==> src/rtl/decoder_pipe_hs.sv <==
// Select-token decoder (one-hot or thermometer) behind a valid/ready input, with a small output FIFO
// and a saturating delivered-token counter. Optional parity check: define DECODER_PIPE_PARITY_EN.
module decoder_pipe_hs #(
    parameter int SEL_W = 3,
    parameter int MODE  = 0,
    parameter int DEPTH = 2,
    parameter int CNT_W = 8,
    localparam int DEC_W = 1 << SEL_W
) (
    input  logic             clock,
    input  logic             reset,
    input  logic             in_valid,
    output logic             in_ready,
    input  logic [SEL_W-1:0] in_sel,
    input  logic             in_en,
`ifdef DECODER_PIPE_PARITY_EN
    input  logic             in_par,
    output logic             par_err,
`endif
    output logic             out_valid,
    input  logic             out_ready,
    output logic [DEC_W-1:0] out_dec,
    output logic [SEL_W-1:0] out_sel,
    output logic [CNT_W-1:0] tok_cnt
);
    localparam int PTR_W = $clog2(DEPTH);
    localparam int OCC_W = $clog2(DEPTH + 1);
    localparam int ENT_W = SEL_W + DEC_W;

    logic [DEPTH-1:0][ENT_W-1:0] mem_q, mem_d;
    logic [PTR_W-1:0]            wr_ptr_q, wr_ptr_d, rd_ptr_q, rd_ptr_d;
    logic [OCC_W-1:0]            occ_q, occ_d;
    logic [CNT_W-1:0]            cnt_q, cnt_d;
    logic [DEC_W-1:0]            dec_w;
    logic                        push_hs, enq, pop, par_ok;

    // Decode lanes: each bit compares its own index against the select.
    for (genvar i = 0; i < DEC_W; i++) begin : g_dec
        localparam logic [SEL_W:0] IDX = (SEL_W + 1)'(i);
        if (MODE == 0) begin : g_onehot
            assign dec_w[i] = in_en && (IDX == {1'b0, in_sel});
        end else begin : g_therm
            assign dec_w[i] = in_en && (IDX <= {1'b0, in_sel});
        end
    end

`ifdef DECODER_PIPE_PARITY_EN
    logic par_err_q, par_err_d;
    assign par_ok  = ^{in_sel, in_par};
    assign par_err = par_err_q;
`else
    assign par_ok  = 1'b1;
`endif

    assign in_ready  = (occ_q != OCC_W'(DEPTH));
    assign out_valid = (occ_q != '0);
    assign push_hs   = in_valid && in_ready;
    assign enq       = push_hs && par_ok;
    assign pop       = out_valid && out_ready;
    assign {out_sel, out_dec} = out_valid ? mem_q[rd_ptr_q] : '0;
    assign tok_cnt   = cnt_q;

    always_comb begin
        mem_d    = mem_q;
        wr_ptr_d = wr_ptr_q;
        rd_ptr_d = rd_ptr_q;
        cnt_d    = cnt_q;
        if (enq) begin
            mem_d[wr_ptr_q] = {in_sel, dec_w};
            wr_ptr_d        = wr_ptr_q + PTR_W'(1);
        end
        if (pop) begin
            rd_ptr_d = rd_ptr_q + PTR_W'(1);
            if (cnt_q != '1) cnt_d = cnt_q + CNT_W'(1);
        end
        occ_d = occ_q + OCC_W'(enq) - OCC_W'(pop);
`ifdef DECODER_PIPE_PARITY_EN
        par_err_d = par_err_q || (push_hs && !par_ok);
`endif
    end

    // Storage needs no reset: the output mux forces zeros while empty.
    always_ff @(posedge clock) begin
        mem_q <= mem_d;
    end

    always_ff @(posedge clock) begin
        if (reset) begin
            wr_ptr_q  <= '0;
            rd_ptr_q  <= '0;
            occ_q     <= '0;
            cnt_q     <= '0;
`ifdef DECODER_PIPE_PARITY_EN
            par_err_q <= 1'b0;
`endif
        end else begin
            wr_ptr_q  <= wr_ptr_d;
            rd_ptr_q  <= rd_ptr_d;
            occ_q     <= occ_d;
            cnt_q     <= cnt_d;
`ifdef DECODER_PIPE_PARITY_EN
            par_err_q <= par_err_d;
`endif
        end
    end
endmodule

==> config.mk <==
export PLATFORM = sky130hd
export DESIGN_NAME = decoder_pipe_hs
export DESIGN_NICKNAME = d
export VERILOG_FILES = /design/src/rtl/decoder_pipe_hs.sv
export SDC_FILE = /design/constraint.sdc
export NUM_CORES = 1
export LEC_CHECK = 0
export BUFFER_PORTS_ARGS = -buffer_cell sky130_fd_sc_hd__buf_2
export CAP_MARGIN = 0
export CORE_ASPECT_RATIO = 2
export CORE_UTILIZATION = 54
export CTS_BUF_LIST = sky130_fd_sc_hd__clkbuf_16
export CTS_CLUSTER_SIZE = 30
export DETAILED_ROUTE_END_ITERATION = 8
export GPL_ROUTABILITY_DRIVEN = 0
export PLACE_DENSITY = 0.87
export SLEW_MARGIN = 25
export SYNTH_ARGS = -nofsm -noshare
export SYNTH_HDL_FRONTEND = slang
export SYNTH_SLANG_ARGS = --single-unit
==> constraint.sdc <==
create_clock -name clock -period 1.9 [get_ports clock]
set_input_delay 0.19 -clock clock [delete_from_list [all_inputs] [get_ports clock]]
set_output_delay 0.19 -clock clock [all_outputs]
set_load 0.005 [all_outputs]
== Word level (Yosys, flattened, before mapping) ==
Cells that the tools add are included.
Storage, ports and cells
  output and inout port bits: 21
  register bits: 34
  word-level logic and storage cells: 43
  input port bits: 8
Cells by class
  $lt $le $gt $ge: 3
  equality and inequality tests: 9
  reductions and logical operators: 14
  $add $sub $neg: 5
  muxes and demuxes: 6
Operators with widths (number)
  11-bit two-way mux: 4
  22-bit bitwise mux: 1
  3-bit == test (first input constant): 4
  11-bit demux with 1-bit select: 1
  1-bit logical AND: 11
  8-bit by 1-bit adder with 8-bit output (second input constant): 1
  8-bit != test (second input constant): 1
  2-bit by 3-bit == test with 1-bit output (first input constant): 2
  1-bit by 2-bit < comparator with 1-bit output (second input constant): 2
  1-bit by 3-bit == test with 1-bit output (first input constant): 1
  3-bit logical NOT: 1
  1-bit adder (second input constant): 2
  2-bit by 1-bit adder with 2-bit output: 1
  2-bit != test (second input constant): 1
  2-bit AND reduction: 1
  2-bit nonzero test: 1
  2-bit by 1-bit subtractor with 2-bit output: 1
  1-bit greater-or-equal comparator (second input constant): 1

== Longest topological paths before layout ==
Gate-level depths: netlist of the first run.
  word-level depth: 5
  depth in mapped cells: 6

== Least setup slack after synthesis of the first run ==
No wires, ideal clock.
  kind: reg-to-reg
  start: register cnt_q[0] (netlist: tok_cnt[0])
  end: register cnt_q[3] (netlist: tok_cnt[3])
  buffers on the path: 1
  library setup time: 121 ps
  cell stages (with the launch flop): 6
  setup slack: 373 ps
  arrival: 1406 ps
  required time: 1779 ps
  cells stage by stage: dfxtp_1 -> ha_1 -> and4_1 -> buf_6 -> a211oi_2 -> mux2_4
On the way
  cells in the longest elaborated chain, start to end: 2
RTL lines
  from (decl): RTL line 33  | logic [CNT_W-1:0] cnt_q, cnt_d;
  from (signal assigned): RTL line 100  | cnt_q <= cnt_d;
  parallel branches: the longest is 2 deep, another holds 8-bit by 1-bit adder with 8-bit output
Parallel ways; which one is timed is not known.
A chain may end at the register's enable or synchronous reset.

== Worst setup path in the final report of the first run ==
  start: register occ_q[1]
  end: register occ_q[1]
On the way
  cells in the longest elaborated chain, start to end: 4
RTL lines
  from (decl): RTL line 32  | logic [OCC_W-1:0] occ_q, occ_d;
  from (signal assigned): RTL line 91  | occ_q <= '0;
  from (signal assigned): RTL line 99  | occ_q <= occ_d;
  2-bit != test: RTL line 55  | assign in_ready = (occ_q != OCC_W'(DEPTH));
  1-bit logical AND: RTL line 57  | assign push_hs = in_valid && in_ready;
  2-bit by 1-bit adder with 2-bit output: RTL line 76  | occ_d = occ_q + OCC_W'(enq) - OCC_W'(pop);
  2-bit by 1-bit subtractor with 2-bit output (*): RTL line 76
Mark *: on every way between the ends. The rest lies on a longest branch, timed or not.

==> out/results.txt, run 1 <==
Met2 GRT Util -> 38.7%
Vias -> 1,123
Pre-CTS setup slack -> 257 ps
Fraction of layout cells with a size suffix above 1 -> 26.7%
DP HPWL -> 2.21 mm
Slowest CP cell -> dfxtp_1
Die area -> 3160 um^2
Kind of cell adding the most delay to the critical path -> flip-flops
Maximum clock frequency -> 598 MHz
# IOs -> 29
Clock Sinks -> 34
Via density -> 5.79
CP startpoint kind -> register
Nets -> 174
Final TNS setup -> 0 ps
Detail Route Antenna Nets -> 0
Worst path cell trace -> o21a_1 > xnor2_1 > ha_1 > nor2b_1 > mux2_2
Cells after synthesis -> 133
Die Span X -> 40.3 um
Routed WL -> 3.04 mm
PwrDens -> 1220 nW/um^2
Initial antenna violation count -> 0
Distinct cells, synth -> 36
Crit path largest cell delay -> 430 ps
Avg Synthesized Cell Area -> 11.9 um^2
Fin crit share -> 88.0%
#FFs+latches synth -> 34
# fillers -> 215
Fin. Hold Viols -> 0
CTS buffer count -> 5
Initial DRC count -> 21
Core box area -> 2770 um^2
Aggregate global routing overflow -> 0
Largest net degree at the start of global routing -> 17
Worst-path clk slew -> 50 ps
Seq/Total Area, Yosys -> 57.0%
Worst Path Max Fanout -> 10
Die Ht -> 78.5 um
GR peak layer -> met2
Site row count -> 27
Critical Path AT -> 1840 ps
Slew margin rel. -> 56.6%
VDD IR max -> 835 uV
Static Leak -> 0.749 nW
CTS tree -> yes
Skew final -> 1.35 ps
First-pass GRT wire length -> 4.97 mm
Longest Clk Path Bufs -> 2
Status -> finished clean
Global Route met1 Usage -> 23.4%
Non-filler cells, final -> 194
Resized cells post-CTS -> 0
Skew-Pair Late Insertion Delay -> 280 ps
Post-synth top area share -> 41.8%
Worst min path class -> in2reg
Critical Path RT -> 2060 ps
Setup ws final -> 229 ps
Max_cap viols -> 0
All-layer global routing usage -> 23.4%
Post-synth top area cell -> edfxtp_1
Final Slew Violations -> 0
Critical Path End Type -> register
Total iterations of the first detailed-routing run -> 4
Synth top area cells -> edfxtp_1 42%, dfxtp_1 15%, mux2i_1 7.6%
RSZ-0062 raised after global routing -> no
Starting Density -> 57.0%
Worst-Margin Slew -> 650 ps
Drc violations -> 0
Commonest non-fill, non-tap cell in the layout -> buf_2
Setup Viol. Count Final -> 0
Fin crit period -> 1670 ps
Total Power -> 2.29 mW
Routed WL per cell -> 15.6 um
Port bufs -> 28
H-tree depth -> 2
Post-Syn Nets -> 143
Crit path buffers/inverters -> 0
Commonest non-fill, non-tap cells in the layout -> 28 x buf_2, 22 x nor2_1, 22 x edfxtp_1
Hold_buf cts -> 0
Root buf cell -> clkbuf_16
WS Path Type -> reg2reg
Cells after DPL -> 186
Synth-to-layout area growth -> 18.2%
Post-CTS Setup Repair Bufs -> 0
Cell Area, Synth -> 1580 um^2
Ys Warns -> 0
Met3 Resource Use GR -> 7.34%
Final hold slack -> 138 ps
Vias in the first global route -> 1,138
Antenna Cells -> 0
## through the flow
| stage | instance area [um^2] | utilization (%) |
|---|---|---|
| finish | 1870 | 67.4 |
| global route | 1870 | 67.4 |
| CTS | 1870 | 67.4 |
| detailed placement | 1730 | 62.5 |
| global placement | 1730 | 62.5 |
| floorplan | 1580 | - |
## cell families (layout without fill, tap and decap cells)
| group | Yosys count | in the layout | share of synthesized area, % |
|---|---|---|---|
| adders and majority gates | 2 | 2 | 1.58 |
| buffers and inverters | 10 | 42 | 3.48 |
| AOI/OAI and AO/OA | 20 | 20 | 10.4 |
| xor gates and xnor gates | 2 | 2 | 1.11 |
| DFF | 34 | 34 | 57.0 |
| and+or+nand+nor | 50 | 50 | 16.5 |
| muxes | 15 | 15 | 9.98 |
## per-layer routing
metal  share of wire (%)  routed length (um)
met4                 2.1                  64
met5                   0                   0
met1                  37                1130
met3                 4.7                 143
met2                  56                1700
## sequential cells by signal (all words and copies together) (netlist names)
signal / cells
mem_q: 22
tok_cnt: 8
occ_q: 2
rd_ptr_q: 1
wr_ptr_q: 1
## power breakdown
group	leakage [nW]	switching (mW)	internal (mW)
combinational	0.374	0.278	0.273
clock	0.0663	0.281	0.471
sequential	0.309	0.0957	0.889
total	0.749	0.655	1.63
## synthesized netlist by cell type (all sizes together)
master / number
a211oi: 3
a21bo: 2
a21boi: 1
a21oi: 5
a311oi: 2
a31oi: 2
a41oi: 2
and2: 1
and3: 4
and4: 3
and4bb: 1
buf: 4
clkbuf: 2
dfxtp: 12
edfxtp: 22
ha: 2
inv: 4
mux2: 3
mux2i: 12
nand2: 3
nand2b: 6
nand3: 1
nand3b: 1
nor2: 22
nor2b: 5
nor3: 3
o2111ai: 1
o21a: 1
o21ai: 1
xnor2: 2
## path summary, 6_finish.rpt
| path | from | to | slack (ps) | cells after the start |
|---|---|---|---|---|
| worst min-delay path | in_sel[0] | mem_q[19] | 140 | 1 |
| worst max register to register | occ_q[1] | occ_q[1] | 230 | 5 |
| worst min register to register | tok_cnt[7] | tok_cnt[6] | 510 | 2 |
| worst max-delay path | occ_q[1] | occ_q[1] | 230 | 5 |
## area by class of cell
class	count	area (um^2)	share of cell area, %
flip-flops and latches	34	901	48.2
multi-input cells	89	624	33.4
repair buffers	30	155	8.31
clock buffers	5	125	6.70
well taps	29	36.3	1.94
inverters	4	15.0	0.804
clock inverters	3	11.3	0.603
(Power assumes the default switching activity.)
==> run 2: changes to the inputs <==
--- a/config.mk
+++ b/config.mk
@@ -5,15 +5,16 @@
 export SDC_FILE = /design/constraint.sdc
 export NUM_CORES = 1
 export LEC_CHECK = 0
+export ABC_AREA = 1
 export BUFFER_PORTS_ARGS = -buffer_cell sky130_fd_sc_hd__buf_2
 export CAP_MARGIN = 0
 export CORE_ASPECT_RATIO = 2
-export CORE_UTILIZATION = 54
-export CTS_BUF_LIST = sky130_fd_sc_hd__clkbuf_16
+export CORE_UTILIZATION = 57
+export CTS_BUF_LIST = sky130_fd_sc_hd__clkbuf_8
 export CTS_CLUSTER_SIZE = 30
 export DETAILED_ROUTE_END_ITERATION = 8
 export GPL_ROUTABILITY_DRIVEN = 0
-export PLACE_DENSITY = 0.87
+export PLACE_DENSITY = 0.91
 export SLEW_MARGIN = 25
 export SYNTH_ARGS = -nofsm -noshare
 export SYNTH_HDL_FRONTEND = slang
==> run 2 against run 1 <==
  * Worst hold slack lost 12 ps
  * Global-route usage grew 0.45 points
  * Largest power group unchanged
  * Combinational power grew 2%
  * Power shrank 13%
==> out/results.txt, run 2 <==
Max_cap viols -> 0
Detail Route Antenna Nets -> 0
Die Span X -> 38.9 um
Max reg flops -> 22
Met2 GRT Util -> 44.4%
Routed WL per cell -> 12.8 um
Distinct cells, synth -> 20
Die area -> 2950 um^2
Worst min path class -> in2reg
Hold_buf cts -> 0
Clock network fraction of design power -> 24.6%
Post-synth ARST share -> 0%
CP startpoint kind -> register
Vias in the first global route -> 1,167
Number of flops mapped to enable cells by yosys -> 22
Total iterations of the first detailed-routing run -> 4
Synth-to-layout area growth -> 17.6%
Setup Viol. Count Final -> 0
Sw frac -> 31.6%
Synth Flop Type -> edfxtp_1
DP HPWL -> 2.23 mm
Critical Path RT -> 2070 ps
Worst path cell trace -> nor2_2 > nor2_4 > nand2_1 > nand2_1 > ha_1 > xnor2_1 > xnor2_1 > nor2_1
P_int -> 1.36 mW
Ys Warns -> 0
Post-CTS Setup Repair Bufs -> 0
Initial DRC count -> 43
Top-count cell post-synth -> nand2_1
Fin crit share -> 79.5%
Net Switching -> 0.626 mW
All-layer global routing usage -> 23.8%
Post-synth top area share -> 42.5%
#FFs+latches synth -> 34
# IOs -> 29
Worst-Margin Slew -> 375 ps
Initial antenna violation count -> 0
Crit path largest cell delay -> 400 ps
Vias -> 1,240
# fillers -> 207
H-tree depth -> 2
PwrDens -> 1090 nW/um^2
Longest Clk Path Bufs -> 2
Seq/Total Area, Yosys -> 58.0%
Met3 Resource Use GR -> 5.25%
Resized cells post-CTS -> 0
Drc violations -> 0
Cell Area, Synth -> 1550 um^2
Worst Path Max Fanout -> 8
Skew-Pair Late Insertion Delay -> 280 ps
Top reg by flops -> mem_q
RSZ-0062 raised after global routing -> no
Commonest non-fill, non-tap cells in the layout -> 49 x nand2_1, 28 x buf_2, 22 x nor2_1, 22 x edfxtp_1, 18 x inv_1
GR peak layer -> met2
First-pass GRT wire length -> 4.75 mm
Status -> finished clean
Routed WL -> 3.02 mm
Global Route met1 Usage -> 20.7%
Util after Layout -> 71.1%
Final Slew Violations -> 0
Skew final -> 3.42 ps
Slowest CP cell -> dfxtp_1
VDD IR max -> 1200 uV
Final TNS setup -> 0 ps
Maximum clock frequency -> 662 MHz
Fraction of layout cells with a size suffix above 1 -> 24.0%
Critical Path End Type -> register
Port bufs -> 28
Fin. Hold Viols -> 0
Nets -> 217
Core box area -> 2570 um^2
Static Leak -> 0.801 nW
Antenna Cells -> 0
Cells after synthesis -> 171
Worst-path clk slew -> 70 ps
Post-Syn Nets -> 181
Die Ht -> 75.8 um
Starting Density -> 60.4%
Part of the power in combinational logic -> 28.5%
Fin crit period -> 1510 ps
CTS buffer count -> 5
Critical Path AT -> 1680 ps
WS Path Type -> reg2reg
Leading cell types by count after synthesis -> 49 x nand2_1, 22 x edfxtp_1, 22 x nor2_1
Root buf cell -> clkbuf_8
Synth top area cells -> edfxtp_1 43%, dfxtp_1 15%, nand2_1 12%
Post-synth top area cell -> edfxtp_1
Clock Sinks -> 34
Avg Synthesized Cell Area -> 9.08 um^2
Via density -> 5.25
Slew margin rel. -> 75.0%
Seq pwr share -> 46.9%
CTS tree -> yes
Largest net degree at the start of global routing -> 14
Commonest non-fill, non-tap cell in the layout -> nand2_1
Aggregate global routing overflow -> 0
Site row count -> 26
[run 2: cell types whose count changed after synthesis, sizes merged, moves of 6 or more]
cell and delta:
nand2 +52, nand2b -6, a21oi +12, mux2i -12, inv +13, nand3 +7
[run 2: critical path, delay by kind of cell (launching register included)]
| kind | cells | cell delay (ps) |
|---|---|---|
| adder cells (fa/ha/maj) | 1 | 160 |
| flip-flops | 1 | 400 |
| XOR/XNOR | 2 | 290 |
| AND/OR/NAND/NOR | 5 | 550 |
[run 2: power groups by stage]
stage / combinational (mW) / sequential, mW / clock, mW
floorplan: 0.361 / 0.938 / 0
global placement: 0.549 / 0.942 / 0
detailed placement: 0.566 / 0.947 / 0
CTS: 0.571 / 0.930 / 0.499
global route: 0.640 / 0.939 / 0.523
finish: 0.564 / 0.930 / 0.488
[run 2: through the flow]
| step | setup slack, ps | instance area [um^2] | std cells | total power [mW] | hold WS (ps) |
|---|---|---|---|---|---|
| 4_1_cts | 360 | 1830 | 236 | 2.00 | 119 |
| 2_1_floorplan | 401 | 1550 | 171 | 1.30 | 252 |
| 3_5_place_dp | 386 | 1750 | 228 | 1.51 | 413 |
| 6_report | 390 | 1830 | 236 | 1.98 | 126 |
| 3_3_place_gp | 489 | 1750 | 228 | 1.49 | 409 |
| 5_1_grt | 214 | 1830 | 236 | 2.10 | 123 |
[run 2: layer usage]
metal | share of wire (%) | up-vias | routed length (um)
met5 | 0 | - | 0
met4 | 2.9 | 0 | 87
met3 | 3.6 | 10 | 110
met2 | 58 | 42 | 1760
met1 | 35 | 561 | 1060
li1 | - | 627 | -
[run 2: final timing paths]
path,slack (ps),startpoint,cells past startpoint,endpoint
setup / recovery,390,occ_q[1],8,occ_q[1]
hold / removal,130,in_sel[2],1,mem_q[10]
setup reg to reg,390,occ_q[1],8,occ_q[1]
hold reg to reg,510,tok_cnt[0],2,tok_cnt[0]
[run 2: logic make-up after synthesis]
family	count (synthesis)	synth area share [%]
DFF	34	58.0
and+or+nand+nor	92	27.3
buffers and inverters	20	4.92
xor gates and xnor gates	2	1.13
adders and majority gates	2	1.61
AOI/OAI and AO/OA	21	7.01
[run 2: cell type report]
type | count | area [um^2] | area share, %
flip-flops and latches | 34 | 901 | 49.3
multi-input cells | 117 | 576 | 31.5
repair buffers | 32 | 170 | 9.32
clock buffers | 5 | 68.8 | 3.77
inverters | 17 | 63.8 | 3.49
well taps | 28 | 35.0 | 1.92
clock inverters | 3 | 12.5 | 0.685
==> run 3: changes to the inputs <==
==> constraint.sdc (replaced) <==
create_clock -name clock -period 1.4 [get_ports clock]
set_input_delay 0.14 -clock clock [delete_from_list [all_inputs] [get_ports clock]]
set_output_delay 0.14 -clock clock [all_outputs]
set_load 0.005 [all_outputs]
==> run 3 against run 2 <==
  * Critical path depth is 2 higher
  * Global-route usage up 2.1 points
  * Die area unchanged
  * Clock power up 38%
  * Sequential cell count is the same
  * Non-clock buffer count rose by 4
  * Worst hold slack worse by 56 ps
  * Power increased by 46%
  * Final cell count grew 2.1%
  * Routed wire length grew 11%
  * Combinational power rose by 62%
  * Critical endpoint unchanged
  * Highest routed layer unchanged
==> out/results.txt, run 3 (synthesis results as in run 2) <==
Status -> finished clean
Synth-to-layout area growth -> 25.1%
Fraction of layout cells with a size suffix above 1 -> 33.3%
Worst-Margin Slew -> 231 ps
Skew final -> 5.18 ps
Commonest non-fill, non-tap cell in the layout -> nand2_1
Skew-Pair Late Insertion Delay -> 290 ps
Critical Path AT -> 1570 ps
Aggregate global routing overflow -> 0
Die Span X -> 38.9 um
Vias -> 1,273
Total Power -> 2.89 mW
Worst min path class -> in2reg
Worst Path Max Fanout -> 3
Total iterations of the first detailed-routing run -> 4
Worst-path clk slew -> 70 ps
Hold_buf cts -> 0
All-layer global routing usage -> 26.0%
Clock network fraction of design power -> 23.3%
Vias in the first global route -> 1,219
Die area -> 2950 um^2
Sw frac -> 32.5%
Routed WL -> 3.36 mm
Longest Clk Path Bufs -> 2
Part of the power in combinational logic -> 31.6%
WS Path Type -> reg2reg
Die Ht -> 75.8 um
Crit path largest cell delay -> 340 ps
Clock Sinks -> 34
Detail Route Antenna Nets -> 0
Fin. Hold Viols -> 0
CTS tree -> yes
Static Leak -> 0.826 nW
Routed WL per cell -> 13.9 um
Fin crit period -> 1390 ps
PwrDens -> 1490 nW/um^2
Worst path cell trace -> inv_2 > nand2_2 > nand2_2 > inv_2 > nand2_2 > nand2_1 > ha_2 > xnor2_2 > xnor2_1 > nor2_1
P_int -> 1.95 mW
CTS buffer count -> 5
Setup Viol. Count Final -> 0
Antenna Cells -> 0
Cell mode on critical path -> nand2_2
DP HPWL -> 2.36 mm
H-tree depth -> 2
Core box area -> 2570 um^2
Max reg flops -> 22
Setup ws final -> 14.0 ps
Commonest non-fill, non-tap cells in the layout -> 45 x nand2_1, 28 x buf_2, 22 x edfxtp_1
Largest net degree at the start of global routing -> 14
Maximum clock frequency -> 721 MHz
Initial antenna violation count -> 0
Slowest CP cell -> dfxtp_2
Top reg by flops -> mem_q
Final Slew Violations -> 0
Fin crit share -> 99.0%
Final TNS setup -> 0 ps
Nets -> 222
Starting Density -> 60.4%
Via density -> 5.28
Seq pwr share -> 45.1%
Max_cap viols -> 0
Net Switching -> 0.939 mW
Critical Path End Type -> register
Initial DRC count -> 38
Util after Layout -> 75.6%
Pre-CTS setup slack -> -50.0 ps
Root buf cell -> clkbuf_8
# IOs -> 29
Drc violations -> 0
RSZ-0062 raised after global routing -> yes
Site row count -> 26
Critical Path RT -> 1580 ps
First-pass GRT wire length -> 5.12 mm
CP startpoint kind -> register
VDD IR max -> 1260 uV
Port bufs -> 28
Slew margin rel. -> 84.6%
==> run 3: cell types whose count changed in the layout (fill, tap and decap cells not counted), moves of 3 or more <==
cell	change
dfxtp_1	-4
dfxtp_2	+3
inv_1	-3
nand2_1	-4
nand2_2	+4
==> run 3: per-stage QoR <==
stage	area [um^2]	cells	hold WS (ps)
final	1940	241	69.8
after detailed placement	1800	231	362
after global placement	1800	231	359
after global routing	1940	241	63.4
after CTS	1890	239	60.6
after floorplan	1560	171	202
==> run 3: what timing repair did <==
item / in CTS / in global routing
gates resized for setup: 5 / 13
setup buffers: 0 / 1
endpoints found under the setup margin: 9 / 19
cloned: 0 / 1
pin swaps: 2 / 4
==> run 3: path summary, 6_finish.rpt <==
path	from	to	slack (ps)	depth (start not counted)
worst max register to register	occ_q[0]	occ_q[1]	10	10
worst max-delay path	occ_q[0]	occ_q[1]	10	10
worst min register to register	tok_cnt[0]	tok_cnt[0]	520	2
worst min-delay path	in_sel[2]	mem_q[21]	70	1
==> run 3: area by class of cell <==
cell class              count  area [um^2]
repair buffers             36          229
multi-input cells         117          613
repair inverters            1         7.51
inverters                  17         67.6
clock inverters             3         12.5
clock buffers               5         68.8
fillers                   200          628
well taps                  28         35.0
flip-flops and latches     34          908
==> run 3: critical path, delay by kind of cell, from the launching register on <==
| family | cells | cell delay [ps] |
|---|---|---|
| adder cells (fa/ha/maj) | 1 | 180 |
| buffers and inverters | 2 | 130 |
| flip-flops | 1 | 340 |
| AND/OR/NAND/NOR | 5 | 340 |
| XOR/XNOR | 2 | 290 |
==> run 3: power by group through the flow <==
stage                     Combinational [mW]  Sequential [mW]  Clock, mW
after global routing                    1.01             1.31      0.719
after global placement                 0.815             1.28          0
after detailed placement               0.847             1.29          0
final                                  0.915             1.30      0.673
after CTS                              0.857             1.28      0.687
after floorplan                        0.495             1.27          0
==> run 3: per-layer routing <==
metal	track usage (%)	part of all wire, %
met5	0	0
met4	13.4	2.5
met3	7.29	3.4
met2	48.3	59
met1	23.7	35
